--- src/rtl/alu_ctrl_pkg.sv ---
// Shared ALU control codes, flag bit positions and issue-controller state encoding.
package alu_ctrl_pkg;

    localparam logic [3:0] ALU_SUM   = 4'd0;
    localparam logic [3:0] ALU_COMP  = 4'd1;
    localparam logic [3:0] ALU_AND   = 4'd2;
    localparam logic [3:0] ALU_XOR   = 4'd3;
    localparam logic [3:0] ALU_DIFF  = 4'd4;
    localparam logic [3:0] ALU_SHR   = 4'd5;
    localparam logic [3:0] ALU_SHL   = 4'd6;
    localparam logic [3:0] ALU_SRA   = 4'd7;
    localparam logic [3:0] ALU_FLAGS = 4'd8;

    localparam int FLAG_SIGN  = 2;
    localparam int FLAG_ZERO  = 1;
    localparam int FLAG_CARRY = 0;

    typedef enum logic [1:0] {
        IDLE  = 2'd0,
        ISSUE = 2'd1,
        RESP  = 2'd2
    } issue_state_t;

    function automatic logic is_shift(input logic [3:0] code);
        return (code == ALU_SHR) || (code == ALU_SHL) || (code == ALU_SRA);
    endfunction

endpackage

--- src/rtl/alu_operand_mux.sv ---
// Operand-b select and code forwarding for the ALU drive registers.
// Build option SHIFT_CLAMP_EN: shift codes see only b[4:0] (amount mod 32).
module alu_operand_mux
    import alu_ctrl_pkg::*;
#(
    parameter int DATA_W = 32
) (
    input  logic [3:0]        funct,
    input  logic              imm_sel,
    input  logic [DATA_W-1:0] rt,
    input  logic [DATA_W-1:0] imm,
    output logic [DATA_W-1:0] b,
    output logic [3:0]        ctrl
);

    logic [DATA_W-1:0] b_raw_s;

    // Select operand b, optionally clamping shift amounts.
    always_comb begin
        b_raw_s = {DATA_W{1'b0}};
        b       = {DATA_W{1'b0}};
        if (imm_sel) begin
            b_raw_s = imm;
        end else begin
            b_raw_s = rt;
        end
`ifdef SHIFT_CLAMP_EN
        if (is_shift(funct)) begin
            b = {{(DATA_W-5){1'b0}}, b_raw_s[4:0]};
        end else begin
            b = b_raw_s;
        end
`else
        b = b_raw_s;
`endif
        ctrl = funct;
    end

endmodule

--- src/rtl/alu_issue_ctrl.sv ---
// ALU initiator: accepts one request, drives the ALU for one cycle, captures and
// holds the response, and keeps the flag register. Build option: SHIFT_CLAMP_EN.
module alu_issue_ctrl
    import alu_ctrl_pkg::*;
#(
    parameter int DATA_W = 32,
    parameter int REG_AW = 5
) (
    input  logic              clk,
    input  logic              rst,
    input  logic              req_valid,
    output logic              req_ready,
    input  logic [3:0]        req_funct,
    input  logic              req_imm_sel,
    input  logic [DATA_W-1:0] req_rs,
    input  logic [DATA_W-1:0] req_rt,
    input  logic [DATA_W-1:0] req_imm,
    input  logic [REG_AW-1:0] req_rd,
    input  logic              req_set_flags,
    output logic [DATA_W-1:0] alu_a,
    output logic [DATA_W-1:0] alu_b,
    output logic [3:0]        alu_ctrl,
    input  logic [DATA_W-1:0] alu_result,
    input  logic [2:0]        alu_flag,
    output logic              rsp_valid,
    input  logic              rsp_ready,
    output logic [DATA_W-1:0] rsp_result,
    output logic [REG_AW-1:0] rsp_rd,
    output logic [2:0]        rsp_flag,
    output logic [2:0]        flag_reg,
    output logic              busy
);

    issue_state_t      state_r;
    logic [REG_AW-1:0] rd_r;
    logic              set_flags_r;
    logic [DATA_W-1:0] b_mux_s;
    logic [3:0]        ctrl_mux_s;

    alu_operand_mux #(.DATA_W(DATA_W)) u_operand_mux (
        .funct   (req_funct),
        .imm_sel (req_imm_sel),
        .rt      (req_rt),
        .imm     (req_imm),
        .b       (b_mux_s),
        .ctrl    (ctrl_mux_s)
    );

    // Handshake status is a pure decode of the state register.
    always_comb begin
        req_ready = (state_r == IDLE);
        busy      = (state_r != IDLE);
    end

    // Issue FSM with ALU drive, response capture and flag register.
    always_ff @(posedge clk or posedge rst) begin
        if (rst) begin
            state_r     <= IDLE;
            alu_a       <= {DATA_W{1'b0}};
            alu_b       <= {DATA_W{1'b0}};
            alu_ctrl    <= 4'd0;
            rd_r        <= {REG_AW{1'b0}};
            set_flags_r <= 1'b0;
            rsp_valid   <= 1'b0;
            rsp_result  <= {DATA_W{1'b0}};
            rsp_rd      <= {REG_AW{1'b0}};
            rsp_flag    <= 3'd0;
            flag_reg    <= 3'd0;
        end else begin
            case (state_r)
                IDLE: begin
                    if (req_valid) begin
                        alu_a       <= req_rs;
                        alu_b       <= b_mux_s;
                        alu_ctrl    <= ctrl_mux_s;
                        rd_r        <= req_rd;
                        set_flags_r <= req_set_flags;
                        state_r     <= ISSUE;
                    end
                end
                // ALU output has settled from the registered drive; capture it.
                ISSUE: begin
                    rsp_result <= alu_result;
                    rsp_flag   <= alu_flag;
                    rsp_rd     <= rd_r;
                    rsp_valid  <= 1'b1;
                    if (set_flags_r) begin
                        flag_reg <= alu_flag;
                    end
                    state_r <= RESP;
                end
                RESP: begin
                    if (rsp_ready) begin
                        rsp_valid <= 1'b0;
                        state_r   <= IDLE;
                    end
                end
                default: begin
                    rsp_valid <= 1'b0;
                    state_r   <= IDLE;
                end
            endcase
        end
    end

endmodule
--- config.mk ---
export PLATFORM = sky130hd
export DESIGN_NAME = alu_issue_ctrl
export DESIGN_NICKNAME = d
export VERILOG_FILES = /design/src/rtl/alu_ctrl_pkg.sv /design/src/rtl/alu_operand_mux.sv /design/src/rtl/alu_issue_ctrl.sv
export SDC_FILE = /design/constraint.sdc
export NUM_CORES = 1
export LEC_CHECK = 0
export BUFFER_PORTS_ARGS = -buffer_cell sky130_fd_sc_hd__buf_2
export CORE_MARGIN = 3
export CORE_UTILIZATION = 45
export DETAILED_ROUTE_END_ITERATION = 10
export PLACE_DENSITY = 0.84
export REMOVE_ABC_BUFFERS = 1
export SKIP_CTS_REPAIR_TIMING = 1
export SYNTH_ARGS = -nofsm -noshare
export SYNTH_HDL_FRONTEND = slang
export SYNTH_SLANG_ARGS = --single-unit
--- constraint.sdc ---
create_clock -name clk -period 10.09 [get_ports clk]
set_input_delay 0 -clock clk [delete_from_list [all_inputs] [get_ports clk]]
set_output_delay 0 -clock clk [all_outputs]
set_load 0.05 [all_outputs]
==> run summary, run 1 <==
The run stopped with a tool error. It got as far as 5_1_grt and failed there. The tool reported: "[ERROR RSZ-0060] Max buffer count reached". For this run, the number of Yosys warnings is 0.

The cell area after technology mapping came out at 5030 um^2. between 200 and 300 I/O pins were placed. The synthesized area divided by synthesized cell count is around 17 um^2.

The H-tree depth reported by CTS is 4. The adder and majority cell fraction of the synthesized area came out at 0%. The post-synthesis share of cell area spent on and, or, nand and nor gates is less than 1%. The number of instances in the synthesized netlist is between 200 and 300. The largest family of logic cells by synthesized area is multiplexers. After synthesis, the netlist uses 18 different library cells. The fraction of the mapped netlist area in compound gates is less than 1%. Of the total synthesized cell area, the portion taken by XOR and XNOR cells is 0%. The share of synthesized area occupied by flip-flops and latches is 59.7%.

The multiplexer share of the synthesized area came out at 35.6%. The final estimated routing congestion in global placement is 0.834. The floorplan has 37 rows. Including well taps, the total number of placed cells is ~680. The die extent in y is 112 um.

The largest net degree at the start of global routing is 73. The root buffer cell is sky130_fd_sc_hd__clkbuf_8. Summed over all nets, the half-perimeter wirelength after detailed placement is ~9000 um. The number of buffers created by CTS came out at 17.

The starting utilization of the core area came out at roughly 47%. The worst-case clock buffer depth is 2. The synthesized flop and latch total is 120. The port buffer count came out at roughly 260.

The clock sink total came out at 120. The chip width came out at roughly 110 um.
==> synthesized netlist by cell type (all sizes together) <==
cell | count | area share (%)
buf | 16 | 3.3
dfrtp | 120 | 60
o21a | 1 | 0.15
or3b | 1 | 0.17
nor3b | 1 | 0.25
nand2b | 1 | 0.12
nand2 | 1 | 0.075
mux2 | 149 | 36
clkbuf | 1 | 0.099
o21ai | 1 | 0.099
inv | 2 | 0.15
nor2 | 1 | 0.075
nand3b | 1 | 0.15
==> stage by stage <==
stage	instance area, um^2	setup slack (ps)
2_1_floorplan	4860	5400
3_3_place_gp	6360	8320
3_5_place_dp	6360	8250
4_1_cts	6940	8230
==> cell families after synthesis <==
kind of cell           count (synthesis)
buffers and inverters                 19
DFF                                  120
muxes                                149
and+or+nand+nor                        6
AOI/OAI and AO/OA                      2
==> run 2, diff against run 1 <==
--- a/config.mk
+++ b/config.mk
@@ -7,9 +7,9 @@
 export LEC_CHECK = 0
 export BUFFER_PORTS_ARGS = -buffer_cell sky130_fd_sc_hd__buf_2
 export CORE_MARGIN = 3
-export CORE_UTILIZATION = 45
+export CORE_UTILIZATION = 30
 export DETAILED_ROUTE_END_ITERATION = 10
-export PLACE_DENSITY = 0.84
+export PLACE_DENSITY_LB_ADDON = 0.15
 export REMOVE_ABC_BUFFERS = 1
 export SKIP_CTS_REPAIR_TIMING = 1
 export SYNTH_ARGS = -nofsm -noshare
==> run summary, run 2 <==
The max-slew headroom at the worst pin is roughly 28%. The final setup violation count came out at 0. The global-route usage over all layers is around an eighth. The number of vias per cell is ~4.2. The final non-filler cell total is slightly above 900. The wire-length estimate of the detail-placed layout is around 8700 um. The async set-reset flop share out of synthesis is 100%. The post-synthesis cell type with the largest combined area is sky130_fd_sc_hd__dfrtp_1. The startpoint class of the critical path is a register. IR analysis of the VDD net gives a maximum drop of about 0.24 mV.

The chip width came out at approximately 140 um. The number of hold violations in the final report came out at 0. The fraction of layout instances using a drive strength above 1 came out at between 50 and 60%.

The post-detailed-routing wire length came out at around 14000 um. The kind of end point of the critical path is a register. The H-tree depth reported by CTS came out at 4. In the final layout, the registers with the most flip-flops are alu_a (32), alu_b (32), rsp_result (32). The Yosys step of the flow raised 0 warnings. In the final timing run, aggregate negative setup slack is 0 ps. The share of the Yosys chip area taken by registers is about three fifths. The count of TritonRoute iterations in the first routing pass came out at 4. The worst stage delay on the critical path came out at about 620 ps. The first global-routing pass estimated 18300 um of wire. After synthesis, the most frequently instantiated cells are sky130_fd_sc_hd__dfrtp_1 (120), sky130_fd_sc_hd__mux2_2 (92), sky130_fd_sc_hd__mux2_4 (30). The flow ran to the end, and the final reports show no timing, DRC or antenna violations.

The post-route DRC violation count is 0. By area the synthesized netlist is led by sky130_fd_sc_hd__dfrtp_1 (60%), sky130_fd_sc_hd__mux2_2 (21%), sky130_fd_sc_hd__mux2_4 (9.0%), sky130_fd_sc_hd__mux2_1 (6.0%), sky130_fd_sc_hd__buf_8 (1.5%). CTS saw 120 sinks. In this run the worst hold path is classified as in2async. The most frequent standard cell in the layout excluding fill and tap cells is sky130_fd_sc_hd__buf_2. The share of the synthesized area in the top cell type came out at about three fifths. The distinct cell type count after synthesis came out at 18. The signal on the critical path passes through nor3b_4, buf_4, buf_4, mux2_2. For this design the total switching power over the nets is around 1.5 mW. The number of buffers created by CTS came out at 17. The cell count of the worst reg-to-reg path came out at 4. TritonCTS built the clock tree. The maximum achievable frequency came out at roughly 440 MHz. The number of pins with negative max-slew slack in the final report was 0. In this run the core area contains between 40 and 50 standard-cell rows. The least setup slack across all paths after layout came out at between 7000 and 8000 ps. The post-placement cell count came out at 757. The total power divided by cell area is approximately 370 nW/um^2. The worst reg2reg path startpoint is state_r[0]$_DFFE_PP0P_.

The time the final worst path needs with I/O delays and setup is 2270 ps. The die extent in y is ~140 um. For this run the aggregate overflow at the end of global routing stands at 0. CTS placed an instance of sky130_fd_sc_hd__clkbuf_16 at the clock tree root. The clock share of power is between 10% and 20%. Summing over every cut layer, the via total after detailed routing is ~4000. Setup repair after global routing left no endpoint under its margin. The region available for standard cell placement spans 16100 um^2.

Across the whole layout, storage elements account for around 3000 um^2. Among all flip-flop cells after synthesis, the most frequent one is sky130_fd_sc_hd__dfrtp_1. The DRC marker count from the first detailed-route iteration came out at roughly 130.

Setup slack on the worst reg-to-reg path comes out at ~7800 ps. The via count of the first global-routing pass is ~3500. For this design, the slowest cell found on the critical path is sky130_fd_sc_hd__buf_4. The number of nets with antenna violations after detailed routing is 0.

The number of instances in the synthesized netlist is ~300. In the finished design, the share of the clock period the worst path needs comes to a little under a quarter. The later pin in the worst-skew pair is clocked with a latency of between 400 and 500 ps. The combined area of the multi-input logic cells is ~1900 um^2. The worst-case setup slack after placement came out at 7790 ps. The cell-internal power is about 1.6 mW. On the final layout, the worst clock skew is ~6.0 ps. The maximum fanout encountered on the critical timing path is 39. The cell area after technology mapping came out at between 5000 and 6000 um^2. The die covers approximately 18000 um^2. The clock slew at the register clock pins of the worst setup and hold paths came out at approximately 50 ps.

The combinational fraction of design power came out at 52.8%. The port buffer count is approximately 260. In this run switching power makes up a little under half of total power.

The starting utilization of the core area came out at roughly 31%. Entering global routing, the biggest net connects between 80 and 90 pins. The count of filler cells inserted in the layout is roughly 1400. The cell with the most instances after synthesis is sky130_fd_sc_hd__dfrtp_1. Dividing the detail-routed wire length by the instance count gives about 15 um. For this design the top-level I/O count stands at 260. Each instance of the synthesized netlist takes up on average between 15 and 20 um^2. The number of enable flip-flop cells after synthesis came out at 0. The library cells used most frequently in the layout, excluding fill and tap cells, are sky130_fd_sc_hd__buf_2 (259), sky130_fd_sc_hd__dlygate4sd3_1 (143), sky130_fd_sc_hd__dfrtp_1 (120).

The initial antenna violation count is 0. The net count of the finished layout is 849. The synthesized flop and latch total came out at 120. The cell that appears most often on the critical path is sky130_fd_sc_hd__buf_4.

The sequential power share is between 20% and 30%. Data arrives at the worst endpoint at around 2600 ps. The final estimated routing congestion in global placement is 0.732. The final hold slack came out at 155 ps. No sink is reached through more buffers than the 2 on the longest clock path.

The total of max-cap violations came out at 0. The data required time of the critical path is around 10000 ps. The static leakage is 4.05 nW. In this run the critical register-to-register path is captured at alu_b[31]$_DFFE_PP0P_. The critical path is of the reg2reg type.

The area growth from synthesis to layout came out at 69.0%. The pin slew with the least headroom to its limit came out at roughly 1100 ps.
[run 2: per-stage QoR]
step	util [%]	power, mW	cell area (um^2)
floorplan	-	2.09	4860
global placement	40.1	2.44	6460
detailed placement	40.1	2.46	6460
CTS	43.8	3.09	7060
global route	52.7	3.25	8490
finish	52.7	3.11	8500
[run 2: worst max path at each step]
stage | depth (start not counted) | end | startpoint | slack [ps]
final | 4 | alu_b[31]$_DFFE_PP0P_ | state_r[0]$_DFFE_PP0P_ | 7820
after global routing | 4 | alu_b[31]$_DFFE_PP0P_ | state_r[0]$_DFFE_PP0P_ | 7680
after CTS | 4 | alu_b[31]$_DFFE_PP0P_ | state_r[0]$_DFFE_PP0P_ | 7790
after detailed placement | 4 | alu_b[31]$_DFFE_PP0P_ | state_r[0]$_DFFE_PP0P_ | 7790
after global placement | 4 | alu_b[31]$_DFFE_PP0P_ | state_r[0]$_DFFE_PP0P_ | 7850
after floorplan | 2 | alu_a[15]$_DFFE_PP0P_ | state_r[1]$_DFFE_PP0P_ | 5400
[run 2: worst max-delay path, delay by kind of cell, from the launching register on]
family	cells	cell delay (ps)
simple gates	1	200
buf+inv	2	1050
flops	1	460
mux	1	400
[run 2: cell type report]
type / count / share of cell area [%]
flip-flops and latches: 120 / 35.3
clock inverters: 12 / 1.75
multi-input cells: 157 / 21.8
repair buffers: 405 / 32.4
diodes: 1 / 0.0295
well taps: 216 / 3.18
clock buffers: 20 / 5.38
inverters: 2 / 0.118
[run 2: cell families (layout without fill, tap and decap cells)]
logic type	Yosys count	after routing	synth area share [%]
multiplexers	149	149	35.6
flip-flops	120	120	59.7
AO/OA/AOI/OAI	2	2	0.249
other	0	1	0
AND/OR/NAND/NOR	6	6	0.846
buffers and inverters	19	439	3.53
[run 2: per-layer routing]
metal / global-route usage (%) / routed length [um]
met1: 15.0 / 5280
met2: 20.8 / 7160
met3: 5.57 / 929
met4: 4.98 / 260
met5: 0 / 0
[run 2: power groups by stage]
stage / Clock (mW) / Sequential, mW / Combinational (mW)
2_1_floorplan: 0 / 1.67 / 0.423
3_3_place_gp: 0 / 0.853 / 1.58
3_5_place_dp: 0 / 0.855 / 1.60
4_1_cts: 0.633 / 0.854 / 1.60
5_1_grt: 0.656 / 0.888 / 1.71
6_report: 0.614 / 0.854 / 1.64
(Power assumes the default switching activity.)
==> run 3, diff against run 2 <==
--- a/config.mk
+++ b/config.mk
@@ -5,6 +5,7 @@
 export SDC_FILE = /design/constraint.sdc
 export NUM_CORES = 1
 export LEC_CHECK = 0
+export ABC_AREA = 1
 export BUFFER_PORTS_ARGS = -buffer_cell sky130_fd_sc_hd__buf_2
 export CORE_MARGIN = 3
 export CORE_UTILIZATION = 30
==> constraint.sdc (replaced) <==
create_clock -name clk -period 1.9 [get_ports clk]
set_input_delay 0 -clock clk [delete_from_list [all_inputs] [get_ports clk]]
set_output_delay 0 -clock clk [all_outputs]
set_load 0.05 [all_outputs]
==> run summary, run 3 <==
The run finished with clean final reports. The combinational fraction of design power came out at a little over half. The core region area came out at 16100 um^2. The analysis attributes to cell leakage a power of ~4.9 nW.

The maximum fanout encountered on the critical timing path is 35. The worst flop-to-flop path endpoint is alu_a[12]$_DFFE_PP0P_. The clock network is responsible for between 10% and 20% of the overall power.

Across the routed clock network, the largest skew measured is 9.97 ps. Summing over every cut layer, the via total after detailed routing is 5319. STA classifies the critical path endpoint as an output pin. The CTS tree is built. The number of placement rows is 46. The number of clock buffers added by TritonCTS is 17.

The starting utilization of the core area came out at a little under a third. The worst-case clock buffer depth came out at 2. The library cell used most frequently in the layout, excluding fill and tap cells, is sky130_fd_sc_hd__nand2_1. Measured along the x axis, the die boundary spans ~130 um. The root buffer cell chosen for the clock tree is sky130_fd_sc_hd__clkbuf_16.

After clock tree synthesis, the clock-pin slew on the worst setup and hold paths is ~60 ps. The number of I/O pins is 260. The library cells used most frequently in the layout, excluding fill and tap cells, are sky130_fd_sc_hd__nand2_1 (409), sky130_fd_sc_hd__buf_2 (259), sky130_fd_sc_hd__dlygate4sd3_1 (143). The sequential power share is 27.9%. The max-slew headroom at the worst pin came out at around 67%.

The most common cell in the synthesized netlist is sky130_fd_sc_hd__nand2_1. The final layout contains routed wiring with a total length of ~16000 um. The number of pins with negative max-slew slack in the final report came out at 0. In this run the mean area of a mapped cell was ~8.0 um^2.

The synthesized design contains 0 enable-type register cells. Setup repair after global routing left no endpoint under its margin. After global routing the overflow that remains totals 0.

The maximum achievable frequency is about 600 MHz. The critical path in this run is classified as reg2out. In the synthesized netlist the dominant register cell turns out to be sky130_fd_sc_hd__dfrtp_1. Ranked by instance count, the synthesized netlist is headed by sky130_fd_sc_hd__nand2_1 (410), sky130_fd_sc_hd__dfrtp_1 (120), sky130_fd_sc_hd__nand3_1 (42). The number of hold violations in the final report is 0. For this block, the initial DRC count from the detailed router was about 190. In the final routed layout, each cell accounts on average for ~13 um. The wire length of the first global-routing pass came out at 22400 um. The fraction of layout instances using a drive strength above 1 came out at a little under 30%. The total of max-cap violations came out at 0. The net count of the finished layout is around 1200.

By area the synthesized netlist is led by sky130_fd_sc_hd__dfrtp_1 (60%), sky130_fd_sc_hd__nand2_1 (31%), sky130_fd_sc_hd__nand3_1 (4.2%), sky130_fd_sc_hd__buf_2 (2.1%), sky130_fd_sc_hd__clkbuf_1 (0.90%). The repair_antennas step left the layout with diodes totalling 0. Setup violations remaining at the end of the flow were counted as 0. The data required time of the critical path is roughly 1900 ps. The post-route DRC violation count is 0.

The synthesized flop and latch total came out at 120. The number of nets with antenna violations after detailed routing is 0. The post-placement cell count is approximately 1100. The startpoint identified for the worst register-to-register timing path is state_r[1]$_DFFE_PP0P_.

The path class of the tightest hold or removal check is in2reg. The startpoint class of the critical path is a register. Entering global routing, the biggest net connects 50 pins. The port buffer count came out at approximately 260.

The floorplan step set the die height to 135 um. The finished layout holds approximately 1200 standard cells, fillers aside. The endpoint arrival time on the critical path came out at 1680 ps. The share of the synthesized area in the top cell type is about 60%. The largest registers in the layout are alu_a (32), alu_b (32), rsp_result (32). The H-tree depth reported by CTS is 4. The clock network latency to the later pin of the worst-skew pair came out at around 400 ps. The area growth from synthesis to layout came out at 72.2%. The startpoint identified for the worst hold timing path is req_valid. The cell count of the worst reg-to-reg path is 5. The switching power summed over all nets came out at 8.17 mW. The final hold slack came out at roughly 29 ps.

Yosys mapped the design onto 13 distinct sky130hd cell types. The worst supply voltage drop on vdd came out at roughly 0.90 mV. The pin slew with the least headroom to its limit is roughly 500 ps.

At the end of routability-driven placement, the weighted congestion stood at ~0.71. The cell area after technology mapping came out at between 4000 and 5000 um^2. The critical path starts at state_r[1]$_DFFE_PP0P_.

Clock tree synthesis found a total of 120 sinks. After detailed routing, the number of vias per cell comes to 4.27. The global-route usage over all layers came out at 15.5%. The count of synthesis-stage warnings from yosys is 0. The worst path in the final design needs a cycle of ~1700 ps, including I/O delays and setup. The via count of the first global-routing pass came out at between 4000 and 5000. The post-synthesis cell type with the largest combined area is sky130_fd_sc_hd__dfrtp_1. The worst register-to-register path has a setup slack of ~490 ps. Power spread over the standard cell area amounts to between 1500 and 2000 nW/um^2. The initial antenna violation count came out at 0. Synthesis produced a little over 600 cells. The worst path uses between 80% and 90% of the clock period. The share of synthesized area occupied by flip-flops and latches came out at between 60% and 70%. The detailed placer's ending HPWL came out at between 10000 and 15000 um. The async set-reset flop share out of synthesis came out at 100%.

Cell internal power was estimated by the tool at ~8 mW. The first detailed-routing pass took 4 iterations. Following the worst setup path forward leads to its endpoint at req_ready. The switching part of the total is 51.1%. The die covers between 15000 and 20000 um^2.
==> run 3: power by group through the flow <==
| stage | registers (mW) | clock network (mW) | logic (mW) |
|---|---|---|---|
| 2_1_floorplan | 8.56 | 0 | 1.80 |
| 3_3_place_gp | 4.47 | 0 | 8.18 |
| 3_5_place_dp | 4.46 | 0 | 8.23 |
| 4_1_cts | 4.46 | 3.23 | 8.23 |
| 5_1_grt | 4.62 | 3.34 | 8.98 |
| 6_report | 4.47 | 3.13 | 8.40 |
==> run 3: area by class of cell <==
| class | instances | area [um^2] |
|---|---|---|
| clock inverters | 8 | 96.3 |
| multi-input cells | 459 | 1790 |
| repair buffers | 415 | 2900 |
| clock buffers | 22 | 484 |
| well taps | 216 | 270 |
| flip-flops and latches | 120 | 3000 |
| fillers | 1482 | 7480 |
| inverters | 7 | 28.8 |
==> run 3: per-layer routing <==
layer | share of wire [%] | track usage, %
met1 | 44 | 20.6
met2 | 47 | 23.3
met3 | 7.8 | 5.55
met4 | 1.1 | 5.60
met5 | 0 | 0
==> run 3: how the worst min path moves through the flow <==
stage	to	slack, ps	depth (start not counted)
global route	alu_a[11]$_DFFE_PP0P_	60	3
global placement	rsp_result[27]$_DFFE_PP0N_	60	2
CTS	rsp_result[27]$_DFFE_PP0N_	-380	2
finish	alu_a[11]$_DFFE_PP0P_	30	3
detailed placement	rsp_result[27]$_DFFE_PP0N_	60	2
floorplan	state_r[1]$_DFFE_PP0P_	110	1
==> run 3: kinds of logic after synthesis <==
group           share of synthesized area, %
compound gates                         0.301
flops                                   60.3
simple gates                            35.6
buf+inv                                 3.77
==> run 3: per-stage QoR <==
| stage | setup TNS [ps] | setup slack [ps] | instance area, um^2 | total power, mW | utilization, % |
|---|---|---|---|---|---|
| finish | 0 | 223 | 8580 | 16.0 | 53.4 |
| detailed placement | 0 | 493 | 6570 | 12.7 | 40.9 |
| global route | 0 | 126 | 8580 | 16.9 | 53.4 |
| global placement | 0 | 530 | 6570 | 12.7 | 40.9 |
| CTS | 0 | 196 | 7150 | 15.9 | 44.5 |
| floorplan | -220670 | -1290 | 4820 | 10.4 | - |
==> run 3: critical path, stage by stage, from the launching register on <==
cell and delay (ps):
sky130_fd_sc_hd__dfrtp_1 440, sky130_fd_sc_hd__nor2_4 290, sky130_fd_sc_hd__buf_12 230, sky130_fd_sc_hd__buf_2 290
==> run 4, diff against run 3 <==
--- a/config.mk
+++ b/config.mk
@@ -6,12 +6,12 @@
 export NUM_CORES = 1
 export LEC_CHECK = 0
 export ABC_AREA = 1
+export ABC_CLOCK_PERIOD_IN_PS = 1900
 export BUFFER_PORTS_ARGS = -buffer_cell sky130_fd_sc_hd__buf_2
 export CORE_MARGIN = 3
 export CORE_UTILIZATION = 30
 export DETAILED_ROUTE_END_ITERATION = 10
 export PLACE_DENSITY_LB_ADDON = 0.15
-export REMOVE_ABC_BUFFERS = 1
 export SKIP_CTS_REPAIR_TIMING = 1
 export SYNTH_ARGS = -nofsm -noshare
 export SYNTH_HDL_FRONTEND = slang
==> run summary, run 4 (same netlist as run 3, synthesis figures left out) <==
The H-tree depth reported by CTS is 4. Detailed placement ended at an HPWL of between 9000 and 10000 um. The count of buffer and inverter cells on the critical path came out at 2. In this run the tightest slew margin relative to its limit is a little over half. The worst hold path begins at req_valid. The final cycle utilization of the critical path came out at 85.4%. Along the worst path, the maximum fanout reaches 43. The number of hold violations in the final report came out at 3. The placed instance area is approximately 6500 um^2.

The number of buffers created by CTS is 17. The run finished, with violations left. On the critical path the largest part of the delay comes from buffers and inverters. The most frequent standard cell in the layout excluding fill and tap cells is sky130_fd_sc_hd__nand2_1.

The die extent in y is 135 um. The area growth from synthesis to layout is 72.4%. Measured in cells, the most critical reg-to-reg path has a length of 5. The clock network latency to the later pin of the worst-skew pair is between 400 and 500 ps.

The cell area after layout came out at between 8000 and 9000 um^2. The largest registers in the layout are alu_a (32), alu_b (32), rsp_result (32). In the layout the commonest cells are sky130_fd_sc_hd__nand2_1 (409), sky130_fd_sc_hd__buf_2 (259), sky130_fd_sc_hd__dlygate4sd3_1 (146). The setup clock skew after layout came out at about 9.6 ps.

The initial antenna violation count came out at 0. The startpoint identified for the worst register-to-register timing path is state_r[1]$_DFFE_PP0P_. The worst setup path is captured at a register. The final estimated routing congestion in global placement is about 0.76.

The total power divided by cell area came out at roughly 1900 nW/um^2. The count of TritonRoute iterations in the first routing pass came out at 4. After detailed routing, the number of remaining DRC violations is 0.

The starting utilization of the core area came out at 31.0%. The via count of the routed design is between 5000 and 6000. The number of placement rows is 46. The synthesized netlist net count is between 700 and 800.

The worst stage delay on the critical path is between 500 and 600 ps. The via count of the first global-routing pass is around 4500. The cell with the largest stage delay on the worst path is sky130_fd_sc_hd__dlygate4sd3_1. Setup repair after global routing left no endpoint under its margin. In this run the horizontal extent of the chip is roughly 130 um.

The checks that failed: negative hold slack. At the pin with the least slew margin, the transition time is roughly 710 ps. The endpoint arrival time on the critical path is about 2000 ps. The worst flop-to-flop path endpoint is alu_a[25]$_DFFE_PP0P_. The antenna diode count came out at 0. The sum of overflow across all layers after global routing is 0.

The number of nets with antenna violations after detailed routing came out at 0. Across all register-to-register paths, the minimum setup slack is 280 ps. The worst hold path was traced through 3 stages.

The time the final worst path needs with I/O delays and setup came out at between 1500 and 2000 ps. After detailed routing, the total wire length is 16300 um. The largest net degree at the start of global routing came out at approximately 120.

The number of pins with negative max-slew slack in the final report was 0. The clock slew at the register clock pins of the worst setup and hold paths came out at approximately 50 ps. The static leakage came out at around 4.9 nW.

The total of max-cap violations came out at 0. TritonCTS built the clock tree. The floorplan step defined a die boundary enclosing roughly 18000 um^2. CTS placed an instance of sky130_fd_sc_hd__clkbuf_16 at the clock tree root.

The clock sink total is 120. The final setup violation count came out at 0. The final routed wire length divided by cell count came out at 13.1 um. During I/O placement, the number of pins put on the boundary was 260. The setup TNS after final layout came out at 0 ps. The number of vias per cell is roughly 4.2. The final hold slack came out at -6.11 ps. Buffers placed on the I/O ports in this run total about 260. The fraction of layout instances using a drive strength above 1 came out at between 20% and 30%. In this run the standard cell core region covers between 15000 and 20000 um^2. The longest clock path from root to sink contains 2 buffers. Derived from the worst setup path, the maximum achievable clock frequency is about 600 MHz. The data required time of the critical path is approximately 2300 ps. The wire length of the first global-routing pass is ~23000 um. The min-delay analysis places its worst path in the category in2reg.

The net count of the finished layout is 1166. The critical path is of the reg2reg type. The critical path goes through nor2_4, buf_12, nand3_1, dlygate4sd3_1, nand2_1. The worst setup path is launched from a register. The destination of the worst hold path is alu_ctrl[3]$_DFFE_PP0P_.

The DRC marker count from the first detailed-route iteration is between 200 and 250. The global-route usage over all layers came out at between 10% and 20%. The worst supply voltage drop on vdd is slightly above 0.9 mV.
==> run 4: area by class of cell <==
cell class | instances | area, um^2
clock inverter | 8 | 144
sequential | 120 | 3000
fill | 1481 | 7470
tap | 216 | 270
timing repair buffer | 415 | 2870
inverter | 7 | 30.0
multi-input combinational | 459 | 1790
clock buffer | 24 | 472
==> run 4: metrics by stage <==
step	utilization (%)	cells	total power, mW	hold WS [ps]	setup slack, ps
after floorplan	-	621	10.5	107	381
after global placement	40.5	1071	12.6	200	546
after detailed placement	40.5	1071	12.6	199	526
after CTS	44.4	1103	16.1	-236	298
after global routing	53.5	1249	17.1	10.1	188
final	53.5	1249	16.2	-6.11	277
==> run 4: routing by layer <==
layer / track usage, % / wire [um] / vias up
met3: 6.37 / 1210 / 9
met4: 4.19 / 114 / 0
met2: 25.4 / 7970 / 204
met1: 20.6 / 7000 / 2398
li1: - / - / 2686
met5: 0 / 0 / -
==> run 4: worst register-to-register path: cells and delay by family (launching register included) <==
family,cells,cell delay [ps]
flops,1,440
buf+inv,2,780
simple gates,3,350
==> run 4: how the worst max path moves through the flow <==
stage | cells after the start | slack (ps) | from | to
floorplan | 4 | 380 | state_r[1]$_DFFE_PP0P_ | alu_a[0]$_DFFE_PP0P_
global placement | 6 | 550 | state_r[1]$_DFFE_PP0P_ | flag_reg[1]$_DFFE_PP0P_
detailed placement | 6 | 530 | state_r[1]$_DFFE_PP0P_ | flag_reg[1]$_DFFE_PP0P_
CTS | 3 | 300 | state_r[1]$_DFFE_PP0P_ | req_ready
global route | 5 | 190 | state_r[1]$_DFFE_PP0P_ | rd_r[2]$_DFFE_PP0P_
finish | 5 | 280 | state_r[1]$_DFFE_PP0P_ | alu_a[25]$_DFFE_PP0P_
==> run 4: report_power, final <==
group	internal, mW	switching (mW)	total [mW]	leakage (nW)
Sequential	3.81	0.659	4.47	1.49
Combinational	1.93	6.42	8.34	3.07
Clock	2.26	1.11	3.37	0.302
